$ cat config.mk
export PLATFORM = sky130hd
export DESIGN_NAME = vga_timing_gen
export DESIGN_NICKNAME = d
export VERILOG_FILES = /design/src/rtl/vga_timing_pkg.sv /design/src/rtl/vga_axis_counter.sv /design/src/rtl/vga_timing_gen.sv
export SDC_FILE = /design/constraint.sdc
export NUM_CORES = 1
export LEC_CHECK = 0
export ABC_AREA = 0
export CORE_UTILIZATION = 30
export CTS_CLUSTER_DIAMETER = 150
export CTS_CLUSTER_SIZE = 24
export DETAILED_ROUTE_END_ITERATION = 8
export SYNTH_ARGS = -nofsm -noshare
export SYNTH_HDL_FRONTEND = slang
export SYNTH_SLANG_ARGS = --single-unit
$ cat constraint.sdc
create_clock -name clk -period 2.5 [get_ports clk]
set_input_delay 0.75 -clock clk [delete_from_list [all_inputs] [get_ports clk]]
set_output_delay 0.75 -clock clk [all_outputs]
set_load 0.01 [all_outputs]
$ cat src/rtl/vga_timing_pkg.sv
// Shared 640x480@60 timing constants, window bounds and axis-region decoding.
// The region helper serves both axes of vga_axis_counter.
package vga_timing_pkg;

    localparam int H_SYNC    = 96;
    localparam int H_BACK    = 48;
    localparam int H_VISIBLE = 640;
    localparam int H_FRONT   = 16;
    localparam int V_SYNC    = 2;
    localparam int V_BACK    = 33;
    localparam int V_VISIBLE = 480;
    localparam int V_FRONT   = 10;

    localparam int H_TOTAL = H_SYNC + H_BACK + H_VISIBLE + H_FRONT;
    localparam int V_TOTAL = V_SYNC + V_BACK + V_VISIBLE + V_FRONT;

    // Renderers offset their playfields from these bounds.
    localparam int H_BRIGHT_START = H_SYNC + H_BACK;
    localparam int H_BRIGHT_END   = H_BRIGHT_START + H_VISIBLE - 1;
    localparam int V_BRIGHT_START = V_SYNC + V_BACK;
    localparam int V_BRIGHT_END   = V_BRIGHT_START + V_VISIBLE - 1;

    localparam int COUNT_W = 10;
    localparam int DIV_W   = 4;

    typedef logic [COUNT_W-1:0] count_t;

    typedef enum logic [1:0] {
        REGION_SYNC,
        REGION_BACK,
        REGION_ACTIVE,
        REGION_FRONT
    } region_e;

    function automatic region_e axis_region(input count_t c, input int sync,
                                            input int back, input int active);
        int ci;
        ci = int'(c);
        if (ci < sync) begin
            return REGION_SYNC;
        end else if (ci < sync + back) begin
            return REGION_BACK;
        end else if (ci < sync + back + active) begin
            return REGION_ACTIVE;
        end
        return REGION_FRONT;
    endfunction

endpackage

$ cat src/rtl/vga_axis_counter.sv
// One raster axis: position counter with registered sync/active decoded from the next count.
// wrap flags the last position so the next axis can chain off it.
module vga_axis_counter
    import vga_timing_pkg::*;
#(
    parameter int SYNC   = 96,
    parameter int BACK   = 48,
    parameter int ACTIVE = 640,
    parameter int FRONT  = 16
) (
    input  logic   clk,
    input  logic   rst,
    input  logic   advance,
    output count_t count,
    output logic   sync_n,
    output logic   active,
    output logic   wrap
);

    localparam int     TOTAL = SYNC + BACK + ACTIVE + FRONT;
    localparam count_t LAST  = count_t'(TOTAL - 1);

    count_t  count_q, count_d;
    logic    sync_n_q, sync_n_d;
    logic    active_q, active_d;
    region_e region_d;

    // Anything at or past LAST (including unreachable values) restarts at 0.
    always_comb begin
        count_d = count_q;
        if (advance) begin
            count_d = (count_q >= LAST) ? '0 : count_q + count_t'(1);
        end
        region_d = axis_region(count_d, SYNC, BACK, ACTIVE);
        sync_n_d = (region_d != REGION_SYNC);
        active_d = (region_d == REGION_ACTIVE);
    end

    always_ff @(posedge clk) begin
        if (rst) begin
            count_q  <= '0;
            sync_n_q <= 1'b0;
            active_q <= 1'b0;
        end else begin
            count_q  <= count_d;
            sync_n_q <= sync_n_d;
            active_q <= active_d;
        end
    end

    assign count  = count_q;
    assign sync_n = sync_n_q;
    assign active = active_q;
    assign wrap   = (count_q >= LAST);

endmodule

$ cat src/rtl/vga_timing_gen.sv
// VGA raster timing: pixel-rate divider, h/v counters, syncs, bright window and frame strobe.
// Define VGA_RGB_REG_EN to add a registered rgb path with syncs delayed one pixel to match.
module vga_timing_gen
    import vga_timing_pkg::*;
#(
    parameter int CLK_DIV   = 4,
    parameter int H_SYNC    = vga_timing_pkg::H_SYNC,
    parameter int H_BACK    = vga_timing_pkg::H_BACK,
    parameter int H_VISIBLE = vga_timing_pkg::H_VISIBLE,
    parameter int H_FRONT   = vga_timing_pkg::H_FRONT,
    parameter int V_SYNC    = vga_timing_pkg::V_SYNC,
    parameter int V_BACK    = vga_timing_pkg::V_BACK,
    parameter int V_VISIBLE = vga_timing_pkg::V_VISIBLE,
    parameter int V_FRONT   = vga_timing_pkg::V_FRONT
) (
    input  logic         clk,
    input  logic         rst,
    output logic         pix_en,
    output logic [9:0]   hCount,
    output logic [9:0]   vCount,
    output logic         bright,
    output logic         hSync,
    output logic         vSync,
    output logic         frame_tick,
    output logic [7:0]   frame_count
`ifdef VGA_RGB_REG_EN
    ,
    input  logic [11:0]  rgb_in,
    output logic [11:0]  rgb_out
`endif
);

    localparam logic [DIV_W-1:0] DIV_LAST = DIV_W'(CLK_DIV - 1);

    logic [DIV_W-1:0] div_cnt_q, div_cnt_d;
    logic             h_sync_n, v_sync_n;
    logic             h_active, v_active;
    logic             h_wrap, v_wrap, v_advance;
    logic             frame_tick_q, frame_tick_d;
    logic [7:0]       frame_count_q, frame_count_d;

    assign pix_en    = (div_cnt_q == DIV_LAST);
    assign v_advance = pix_en & h_wrap;

    always_comb begin
        div_cnt_d     = (div_cnt_q >= DIV_LAST) ? '0 : div_cnt_q + DIV_W'(1);
        frame_tick_d  = v_advance & v_wrap;
        frame_count_d = frame_count_q + 8'(frame_tick_d);
    end

    always_ff @(posedge clk) begin
        if (rst) begin
            div_cnt_q     <= '0;
            frame_tick_q  <= 1'b0;
            frame_count_q <= '0;
        end else begin
            div_cnt_q     <= div_cnt_d;
            frame_tick_q  <= frame_tick_d;
            frame_count_q <= frame_count_d;
        end
    end

    vga_axis_counter #(
        .SYNC   (H_SYNC),
        .BACK   (H_BACK),
        .ACTIVE (H_VISIBLE),
        .FRONT  (H_FRONT)
    ) u_h_axis (
        .clk     (clk),
        .rst     (rst),
        .advance (pix_en),
        .count   (hCount),
        .sync_n  (h_sync_n),
        .active  (h_active),
        .wrap    (h_wrap)
    );

    vga_axis_counter #(
        .SYNC   (V_SYNC),
        .BACK   (V_BACK),
        .ACTIVE (V_VISIBLE),
        .FRONT  (V_FRONT)
    ) u_v_axis (
        .clk     (clk),
        .rst     (rst),
        .advance (v_advance),
        .count   (vCount),
        .sync_n  (v_sync_n),
        .active  (v_active),
        .wrap    (v_wrap)
    );

    assign bright      = h_active & v_active;
    assign frame_tick  = frame_tick_q;
    assign frame_count = frame_count_q;

`ifdef VGA_RGB_REG_EN
    logic [11:0] rgb_q, rgb_d;
    logic        h_sync_dly_q, h_sync_dly_d;
    logic        v_sync_dly_q, v_sync_dly_d;

    // Syncs take one extra pixel stage so they line up with the registered colour.
    always_comb begin
        rgb_d        = rgb_q;
        h_sync_dly_d = h_sync_dly_q;
        v_sync_dly_d = v_sync_dly_q;
        if (pix_en) begin
            rgb_d        = bright ? rgb_in : 12'h000;
            h_sync_dly_d = h_sync_n;
            v_sync_dly_d = v_sync_n;
        end
    end

    always_ff @(posedge clk) begin
        if (rst) begin
            rgb_q        <= '0;
            h_sync_dly_q <= 1'b0;
            v_sync_dly_q <= 1'b0;
        end else begin
            rgb_q        <= rgb_d;
            h_sync_dly_q <= h_sync_dly_d;
            v_sync_dly_q <= v_sync_dly_d;
        end
    end

    assign rgb_out = rgb_q;
    assign hSync   = h_sync_dly_q;
    assign vSync   = v_sync_dly_q;
`else
    assign hSync = h_sync_n;
    assign vSync = v_sync_n;
`endif

endmodule

Word-level counts from Yosys, hierarchy flattened
Index checks and enable logic that the tools add are counted.
{"block": "op_classes", "n_addsub": 4, "n_mul": 0, "div": 0, "n_lt_le_gt_ge": 9, "eq_ne": 3, "n_shift": 0, "n_mux": 18, "bitwise": 3, "n_reduce_logical": 3}
{"operator": "$mux 10", "count": 4}
{"operator": "$add 10x1->10 const B", "count": 2}
{"operator": "$ge 10x10->1 const B", "count": 2}
{"operator": "$lt 10x10->1 const B", "count": 2}
{"operator": "$mux 2", "count": 8}
{"operator": "$lt 10x2->1 const B", "count": 1}
{"operator": "$lt 10x6->1 const B", "count": 1}
{"operator": "$lt 10x7->1 const B", "count": 1}
{"operator": "$lt 10x8->1 const B", "count": 1}
{"operator": "$add 8x1->8", "count": 1}
{"operator": "$mux 1", "count": 6}
{"operator": "$add 4x1->4 const B", "count": 1}
{"operator": "$eq 2x2->1 const B", "count": 2}
{"operator": "$eq 4x2->1 const B", "count": 1}
{"operator": "$ge 4x2->1 const B", "count": 1}
{"operator": "$reduce_bool 2->1", "count": 2}
{"operator": "$and 1x1->1", "count": 3}
{"operator": "$reduce_or 2->1", "count": 1}
{"block": "totals", "register_bits": 37, "latch_bits": 0, "mem_bits_rw": 0, "rom_bits": 0, "in_bits": 2, "out_inout_bits": 33, "wordCells": 49, "mem_count": 0}

Logic depth before layout (Yosys ltp)
Gate-level depths: netlist (run 1).
{"block": "logic_depth", "ltp_word": 9, "depth_mapped": 11, "depth_no_buf": 10}

Modules after synthesis
Synthesis (run 1) repeated with hierarchy kept, for this count alone.
{"block": "unflattened", "cells_unflattened": 225, "area_unflattened_um2": 1981.9}
{"mod": "vga_axis_counter (u_h_axis)", "n_inst": 1, "cells_each": 93, "area_each_um2": 833.3, "seq_area_each_um2": 240.2}
{"mod": "vga_axis_counter (u_v_axis)", "n_inst": 1, "cells_each": 82, "area_each_um2": 658.1, "seq_area_each_um2": 240.2}
{"mod": "vga_timing_gen", "n_inst": 1, "cells_each": 50, "area_each_um2": 490.5, "seq_area_each_um2": 260.2}

Worst setup path before layout (run 1)
No wires, ideal clock.
{"block": "synth_path", "path_kind": "register to register", "startpoint": "reg div_cnt_q[0]", "endpoint": "reg frame_count_q[5], in the netlist frame_count[5]", "setup_ns": 0.128, "t_arrival_ns": 2.121, "t_required_ns": 2.372, "path_slack_ns": 0.251, "path_stages_with_launch": 12, "n_path_buf": 1, "synth_period_minus_slack_ns": 2.249, "path_cell_list": "dfxtp_1 > ha_1 > or3b_4 > a211oi_1 > buf_2 > nand2_1 > inv_1 > ha_1 > and3_1 > nand3_1 > xor2_1 > nor2_1"}
{"block": "synth_via", "elab_chain_len": 4}
{"item": "from (decl)", "line": "vga_timing_gen.sv:35", "text": "logic [DIV_W-1:0] div_cnt_q, div_cnt_d;"}
{"item": "from (signal assigned)", "line": "vga_timing_gen.sv:57", "text": "div_cnt_q <= div_cnt_d;"}
{"item": "$eq 4x2->1", "line": "vga_timing_gen.sv:42", "text": "assign pix_en = (div_cnt_q == DIV_LAST);"}
{"item": "$and 1x1->1", "line": "vga_timing_gen.sv:43", "text": "assign v_advance = pix_en & h_wrap;"}
{"item": "$and 1x1->1", "line": "vga_timing_gen.sv:47", "text": "frame_tick_d = v_advance & v_wrap;"}
{"item": "via frame_tick_d", "line": "vga_timing_gen.sv:39", "text": "logic frame_tick_q, frame_tick_d;"}
{"item": "$add 8x1->8", "line": "vga_timing_gen.sv:48", "text": "frame_count_d = frame_count_q + 8'(frame_tick_d);"}
{"item": "to (signal assigned)", "line": "vga_timing_gen.sv:59", "text": "frame_count_q <= frame_count_d;"}
{"item": "to (decl)", "line": "vga_timing_gen.sv:40", "text": "logic [7:0] frame_count_q, frame_count_d;"}
The timed path passes the listed nets, and every way through them passes these cells.
A chain may end at the register's enable or synchronous reset.

Worst setup path after layout (run 1)
{"block": "layout_path", "startpoint": "reg div_cnt_q[0]", "endpoint": "out pix_en"}
{"block": "layout_via", "elab_chain_len": 1}
{"item": "$eq 4x2->1", "line": "vga_timing_gen.sv:42"}
{"item": "to (decl)", "line": "vga_timing_gen.sv:18", "text": "output logic pix_en,"}
Every way passes these cells.

==> metrics.md, run 1 <==
| Metric | Value |
|---|---|
| Outcome | finished clean |
| CTS sink count | 37 |
| Ys Warns | 0 |
| Ant. Diodes | 0 |
| Remaining Overflow, GRT | 0 |
| Ys flop type | dfxtp_1 |
| Slew at the pin with the worst max-slew slack | approximately 0.6 ns |
| Relative slew slack | 60.0% |
| Max_cap viols | 0 |
| Number of global-route vias before repair | about 1500 |
| RR Startpoint | div_cnt_q[0] |
| Post-layout min period | about 2.4 ns |
| Initial Util | roughly a third |
| Worst Path Max Fanout | 6 |
| Worst-case reg-to-reg path depth | 8 |
| Largest net degree at the start of global routing | 14 |
| Internal Power | approximately 940 uW |
| Max stage delay on crit path | between 0.4 and 0.5 ns |
| Delay-heaviest family, CP | buffers and inverters |
| Vias per cell | between 4 and 5 |
| R2r setup slk | 0.15 ns |
| Placed Cells | around 320 |
| GPL Wtd Cong | just over 0.8 |
| Crit path capture | pix_en |
| Antenna violations before repair | 0 |
| Rows | 27 |
| Min-Delay Path Class | reg -> reg |
| Slew Limit Fails | 0 |
| # H-tree levels | 2 |
| Final period util | 94.3% |
| Final WL | just under 4 mm |
| Adder-Cell Fraction of Synth Area | ~4.2% |
| Compound-Gate Fraction of Synth Area | between 15 and 20% |
| Final setup TNS | 0 ns |
| PwrDens | 486 nW/um^2 |
| Synth Area in XOR/XNOR | ~6.9% |
| CP Class | reg -> out |
| First-pass GRT wire length | 6.85 mm |
| Sw frac | between 15 and 20% |
| Post-Layout Cell Count | between 300 and 400 |
| Fmax | 0.424 GHz |
| Proportion of layout cells with a drive suffix above 1 | between 10% and 20% |
| Synth Area in Simple Gates | roughly 28% |
| Post-synth EDFFs | 0 |
| Worst Skew | 0.00853 ns |
| Die Height | 79.1 um |
| Reg2reg end | u_v_axis.active |
| Crit-path cells | ha_1, or3b_4, clkinv_1, dlygate4sd2_1 |
| RSZ-0062 raised after global routing | no |
| Dpl hpwl | between 2 and 3 mm |
| Clk Latency, worst-skew pair | roughly 0.29 ns |
| Die area | 6260 um^2 |
| Antenna viol nets, final | 0 |
| Detailed Routing Iterations Pass 1 | 4 |
| Critical path's slowest cell | or3b_4 |
| Flop pwr share | roughly 52% |
| Worst-path clk slew | 0.07 ns |
| Critical Path End Type | primary output |
| Comb pwr share | approximately 3.1% |
| WL/cell | between 10 and 15 um |
| P_leak | around 0.89 nW |
| Crit. Startpoint | div_cnt_q[0] |
| WP buf/inv | 2 |
| Final setup fails | 0 |
| Sw Pwr | between 200 and 250 uW |
| Root Buffer | clkbuf_8 |
| CTS Hold Bufs | 0 |
| Final hold vios | 0 |
| Num CTS Buffers | 5 |
| Drc violations | 0 |
| Port bufs | 34 |
| Core Box Area | between 5000 and 6000 um^2 |
| Synthesis-to-layout area growth | 34.2% |
| Fin Hold WS | between 0.4 and 0.5 ns |
| WP data arrival | approximately 1.6 ns |
| Clk pwr share | between 40% and 50% |
| Max VDD drop | ~250 uV |
| Cell area after synthesis | 1790 um^2 |
| Via count | approximately 1600 |
| Top-level port count | 35 |
| GRT Overall Usage | around 14% |
| Cell count after synthesis | approximately 210 |
| Post-synth ARST share | 0% |
| Clk buf depth | 2 |
| Die W | 79.1 um |
| Worst Setup Start Kind | flip-flop |
| Levels on crit path | 4 |
| Synth Area per Inst | between 8 and 9 um^2 |
| 1st-iter DRT viols | 59 |
| Seq/Total Area, Yosys | 41.5% |
| Synth unique cells | between 40 and 50 |
| #FFs+latches synth | 37 |
| Final nets | around 260 |
| Req. time, crit path | about 1.8 ns |
| CTS tree | built |
| Main combinational cell family by area after synthesis | simple AND/OR/NAND/NOR gates |
| Mux cell area share after synthesis | less than 1% |
-- cells by family (layout without fill, tap and decap cells) --
kind of cell | after synthesis | count (layout)
AOI/OAI and AO/OA | 40 | 40
xor gates and xnor gates | 14 | 14
adders and majority gates | 6 | 6
buffers and inverters | 16 | 59
DFF | 37 | 37
muxes | 1 | 1
other | 1 | 2
and+or+nand+nor | 96 | 96
-- cells in the mapped netlist, types with 2 or more instances --
cell type	n	area share, %
and3_1	5	1.8
o21ai_0	10	2.8
buf_2	2	0.56
xor2_1	9	4.4
ha_1	6	4.2
nand2_1	18	3.8
nor3_1	6	1.7
nand4_1	4	1.4
a22oi_1	3	1.3
clkbuf_1	5	1.1
a211oi_1	2	0.84
a31oi_1	4	1.4
nand3b_1	4	1.7
a21oi_1	9	2.5
inv_1	6	1.3
nor2b_1	3	1.1
xnor2_1	5	2.5
and2_1	4	1.4
nand3_1	8	2.2
dfxtp_1	37	41
o21a_1	2	0.84
nor2_1	33	6.9
a211o_1	2	0.98
-- routing by layer --
layer | vias to the layer above | track usage, % | part of all wire [%] | wire length, um
li1 | 817 | - | - | -
met1 | 743 | 17.5 | 49 | 1880
met2 | 27 | 21.6 | 46 | 1770
met3 | 6 | 4.48 | 3.9 | 152
met4 | 0 | 6.00 | 2.0 | 76
met5 | - | 0 | 0 | 0
-- power groups by stage --
stage,clock (mW),combinational [mW],sequential [mW]
global placement,0,0.0367,0.614
floorplan,0,0.0216,0.614
detailed placement,0,0.0374,0.614
CTS,0.547,0.0373,0.600
finish,0.529,0.0366,0.600
global route,0.576,0.0414,0.601
-- worst min-delay path by stage --
stage	cells after the start	to	from
after global routing	1	div_cnt_q[0]	div_cnt_q[0]
after floorplan	1	div_cnt_q[0]	div_cnt_q[0]
after CTS	1	div_cnt_q[0]	div_cnt_q[0]
after global placement	1	div_cnt_q[0]	div_cnt_q[0]
final	1	div_cnt_q[0]	div_cnt_q[0]
after detailed placement	1	div_cnt_q[0]	div_cnt_q[0]
-- registers in the layout (all words and copies together) (netlist names) --
name,count
u_h_axis.active,1
frame_tick,1
div_cnt_q,4
u_v_axis.sync_n,1
u_v_axis.count,10
u_v_axis.active,1
u_h_axis.count,10
frame_count,8
u_h_axis.sync_n,1
-- timing repair --
| action | in CTS | in global routing |
|---|---|---|
| gates resized for setup | 1 | 6 |
| endpoints found under the hold margin | 0 | 0 |
| pin swaps | 0 | 1 |
| endpoints found under the setup margin | 1 | 5 |
| buffers inserted | 0 | 0 |
-- worst register-to-register path: cells and delay by family, from the launching register on --
family | cells | cell delay, ns
compound gates | 3 | 0.80
fa+ha+maj | 1 | 0.15
flops | 1 | 0.33
simple gates | 4 | 0.99
-- layout make-up --
type                       instances  area (um^2)
tap                               72         90.1
fill                             589         3210
clock inverter                     1         30.0
timing repair buffer              44          418
clock buffer                       7         86.3
sequential                        37          741
multi-input combinational        159         1000
inverter                           7         26.3
-- cells in the final DEF (no fill, tap or decap), types with 2 or more instances in the layout --
master           netlist  final
a21oi_1                9      9
a22oi_1                3      3
a31oi_1                4      4
and2_1                 4      4
and3_1                 5      5
buf_4                  0      9
clkbuf_8               0      6
clkdlybuf4s50_1        0     33
conb_1                 1      2
dfxtp_1               37     37
ha_1                   6      6
inv_1                  6      6
nand2_1               18     18
nand3_1                8      8
nand3b_1               4      4
nand4_1                4      4
nor2_1                33     33
nor2b_1                3      3
nor3_1                 6      6
o21a_1                 2      2
o21ai_0               10     10
xnor2_1                5      5
xor2_1                 9      9
-- stage by stage --
step,power [mW],worst slack (ns),util [%],cell area [um^2]
after floorplan,0.635,0.251,-,1790
after global placement,0.650,0.122,40.1,2250
after detailed placement,0.651,0.0598,40.1,2250
after CTS,1.18,0.0368,42.2,2370
after global routing,1.22,0.0115,42.7,2400
final,1.17,0.142,42.7,2400
No activity file was read; power rests on OpenSTA's default activity.
==> run 2, diff against run 1 <==
REMOVE_ABC_BUFFERS = 1   (was not set)
==> run 2 against run 1 <==
  * Maximum frequency down 0.56%
  * Utilization shrank 0.51 points
  * Clock skew is essentially flat
  * Largest cell class unchanged
  * Largest power group unchanged
  * Highest routed layer unchanged
==> metrics.md, run 2 (synthesis results as in run 1) <==
| Metric | Value |
|---|---|
| Post-layout min period | 2.37 ns (+0.0133 ns) |
| Vias per cell | 4.85 (-0.50%) |
| PwrDens | 455 nW/um^2 (-6.5%) |
| Worst Setup Start Kind | flip-flop |
| CTS tree | built |
| Rows | 27 (unchanged) |
| Sw Pwr | 240 uW (+5.1%) |
| Final nets | 262 (unchanged) |
| WHS Path Cells | 1 (unchanged) |
| WP data arrival | 2.59 ns (+0.98 ns) |
| # H-tree levels | 2 (unchanged) |
| Final setup fails | 0 (unchanged) |
| Slew at the pin with the worst max-slew slack | 0.492 ns (-0.103 ns) |
| Dpl hpwl | 2.93 mm (+2.4%) |
| Critical Path End Type | flip-flop |
| RSZ-0062 raised after global routing | yes |
| Most frequent cells in the layout | dfxtp_1 (37), nor2_1 (33), clkdlybuf4s50_1 (33) |
| Die Height | 79.1 um (unchanged) |
| Max VDD drop | 155 uV (-38%) |
| Synthesis-to-layout area growth | 32.6% |
| Num CTS Buffers | 5 (unchanged) |
| Ant. Diodes | 0 (unchanged) |
| Top-level port count | 35 (unchanged) |
| Remaining Overflow, GRT | 0 (unchanged) |
| WL/cell | 12.5 um (+5.5%) |
| Final hold vios | 0 (unchanged) |
| GPL Wtd Cong | 0.779 (-4.1%) |
| Final WL | 4.09 mm (+5.5%) |
| Max_cap viols | 0 (unchanged) |
| Outcome | finished clean |
| Slew Limit Fails | 0 (unchanged) |
| GRT Overall Usage | 14.0% (+0.14 points) |
| Proportion of layout cells with a drive suffix above 1 | 11.8% (+1.2 points) |
| Final period util | 94.9% (+0.53 points) |
| First-pass GRT wire length | 6.86 mm (+0.10%) |
| Worst Skew | 0.00822 ns (-0.000306 ns) |
| Internal Power | 837 uW (-11%) |
| CP Class | reg -> reg |
| Detailed Routing Iterations Pass 1 | 4 (unchanged) |
| Total power | 1.08 mW (-7.6%) |
| Initial Util | 31.8% (unchanged) |
| Crit-path cells | ha_1, or3b_4, a211o_2, nor2_8, nand2_2, o2111a_1, or3_1, a31oi_1 |
| Flop pwr share | 55.5% (+4.0 points) |
| Max stage delay on crit path | 0.44 ns (+0.03 ns) |
| Antenna viol nets, final | 0 (unchanged) |
| Fmax | 0.422 GHz (-0.56%) |
| Comb pwr share | 3.9% (+0.8 points) |
| P_leak | 0.874 nW (-1.5%) |
| Drc violations | 0 (unchanged) |
| Delay-heaviest family, CP | simple AND/OR/NAND/NOR gates |
| CTS Hold Bufs | 0 (unchanged) |
| Worst-case reg-to-reg path depth | 8 (unchanged) |
| Commonest non-fill, non-tap cell in the layout | dfxtp_1 |
| Fill cells | 570 (-3.2%) |
| WP buf/inv | 0 (-2) |
| Placed Area | 2240 um^2 (-0.33%) |
| Port bufs | 34 (unchanged) |
| Critical path's slowest cell | a211o_2 |
| Worst Path Max Fanout | 10 (+4) |
| Clk pwr share | 40.6% (-4.8 points) |
| Root Buffer | clkbuf_8 |
| Number of global-route vias before repair | 1437 (-3.3%) |
| 1st-iter DRT viols | 42 (-29%) |
| Worst-path clk slew | 0.08 ns (about the same) |
| Sw frac | 22.3% (+2.7 points) |
| Clk buf depth | 2 (unchanged) |
| Levels on crit path | 8 (+4) |
| Fin area | 2370 um^2 (-1.2%) |
| Die area | 6260 um^2 (unchanged) |
| Antenna violations before repair | 0 (unchanged) |
| CTS sink count | 37 (unchanged) |
| Via count | 1585 (-0.50%) |
| Clk Latency, worst-skew pair | 0.29 ns (about the same) |
| Die W | 79.1 um (unchanged) |
| Largest net degree at the start of global routing | 18 (+4) |
| Min-Delay Path Class | reg -> reg |
| Core Box Area | 5610 um^2 (unchanged) |
| Req. time, crit path | 2.72 ns (+0.97 ns) |
| Relative slew slack | 67.0% (+6.9 points) |
run 2: per-stage QoR:
step	TNS (ns)	setup WS (ns)	instances	hold WS, ns	util (%)
floorplan	-0.236	-0.0580	203	0.396	-
global placement	0	0.164	318	0.403	40.0
detailed placement	0	0.0946	318	0.425	40.0
CTS	0	0.0712	326	0.437	41.7
global route	-0.173	-0.0691	327	0.461	42.2
finish	0	0.129	327	0.434	42.2
run 2: final timing paths:
path                start  slack (ns)         endpoint
max reg2reg  div_cnt_q[0]        0.13  u_v_axis.active
min          div_cnt_q[0]        0.43     div_cnt_q[0]
max          div_cnt_q[0]        0.13  u_v_axis.active
min reg2reg  div_cnt_q[0]        0.43     div_cnt_q[0]
run 2: metal layers:
| metal | vias to the layer above | global-route usage [%] | wire (um) |
|---|---|---|---|
| met1 | 730 | 18.1 | 1940 |
| met5 | - | 0 | 0 |
| li1 | 817 | - | - |
| met3 | 6 | 3.68 | 189 |
| met4 | 0 | 5.09 | 45 |
| met2 | 32 | 22.4 | 1910 |
run 2: worst reg2reg max path: stages (launching register included):
cell	delay [ns]
dfxtp_1	0.35
ha_1	0.16
or3b_4	0.40
a211o_2	0.44
nor2_8	0.18
nand2_2	0.06
o2111a_1	0.24
or3_1	0.34
a31oi_1	0.15
run 2: timing repair:
| item | in CTS | in global routing |
|---|---|---|
| cloned | 0 | 0 |
| setup endpoints to repair | 1 | 7 |
| buffers inserted | 0 | 1 |
| gates resized for setup | 1 | 5 |
run 2: area by class of cell:
cell class	instances	area [um^2]	area share (%)
Inverter	7	26.3	1.11
Tap cell	72	90.1	3.81
Multi-Input combinational cell	159	1000	42.2
Clock inverter	2	13.8	0.581
Timing Repair Buffer	44	414	17.5
Clock buffer	6	82.6	3.49
Sequential cell	37	741	31.3
run 2: power groups by stage:
| stage | Combinational, mW | Sequential [mW] | Clock (mW) |
|---|---|---|---|
| 6_report | 0.0425 | 0.597 | 0.437 |
| 5_1_grt | 0.0473 | 0.598 | 0.495 |
| 4_1_cts | 0.0428 | 0.597 | 0.458 |
| 3_5_place_dp | 0.0423 | 0.611 | 0 |
| 3_3_place_gp | 0.0425 | 0.611 | 0 |
| 2_1_floorplan | 0.0159 | 0.614 | 0 |
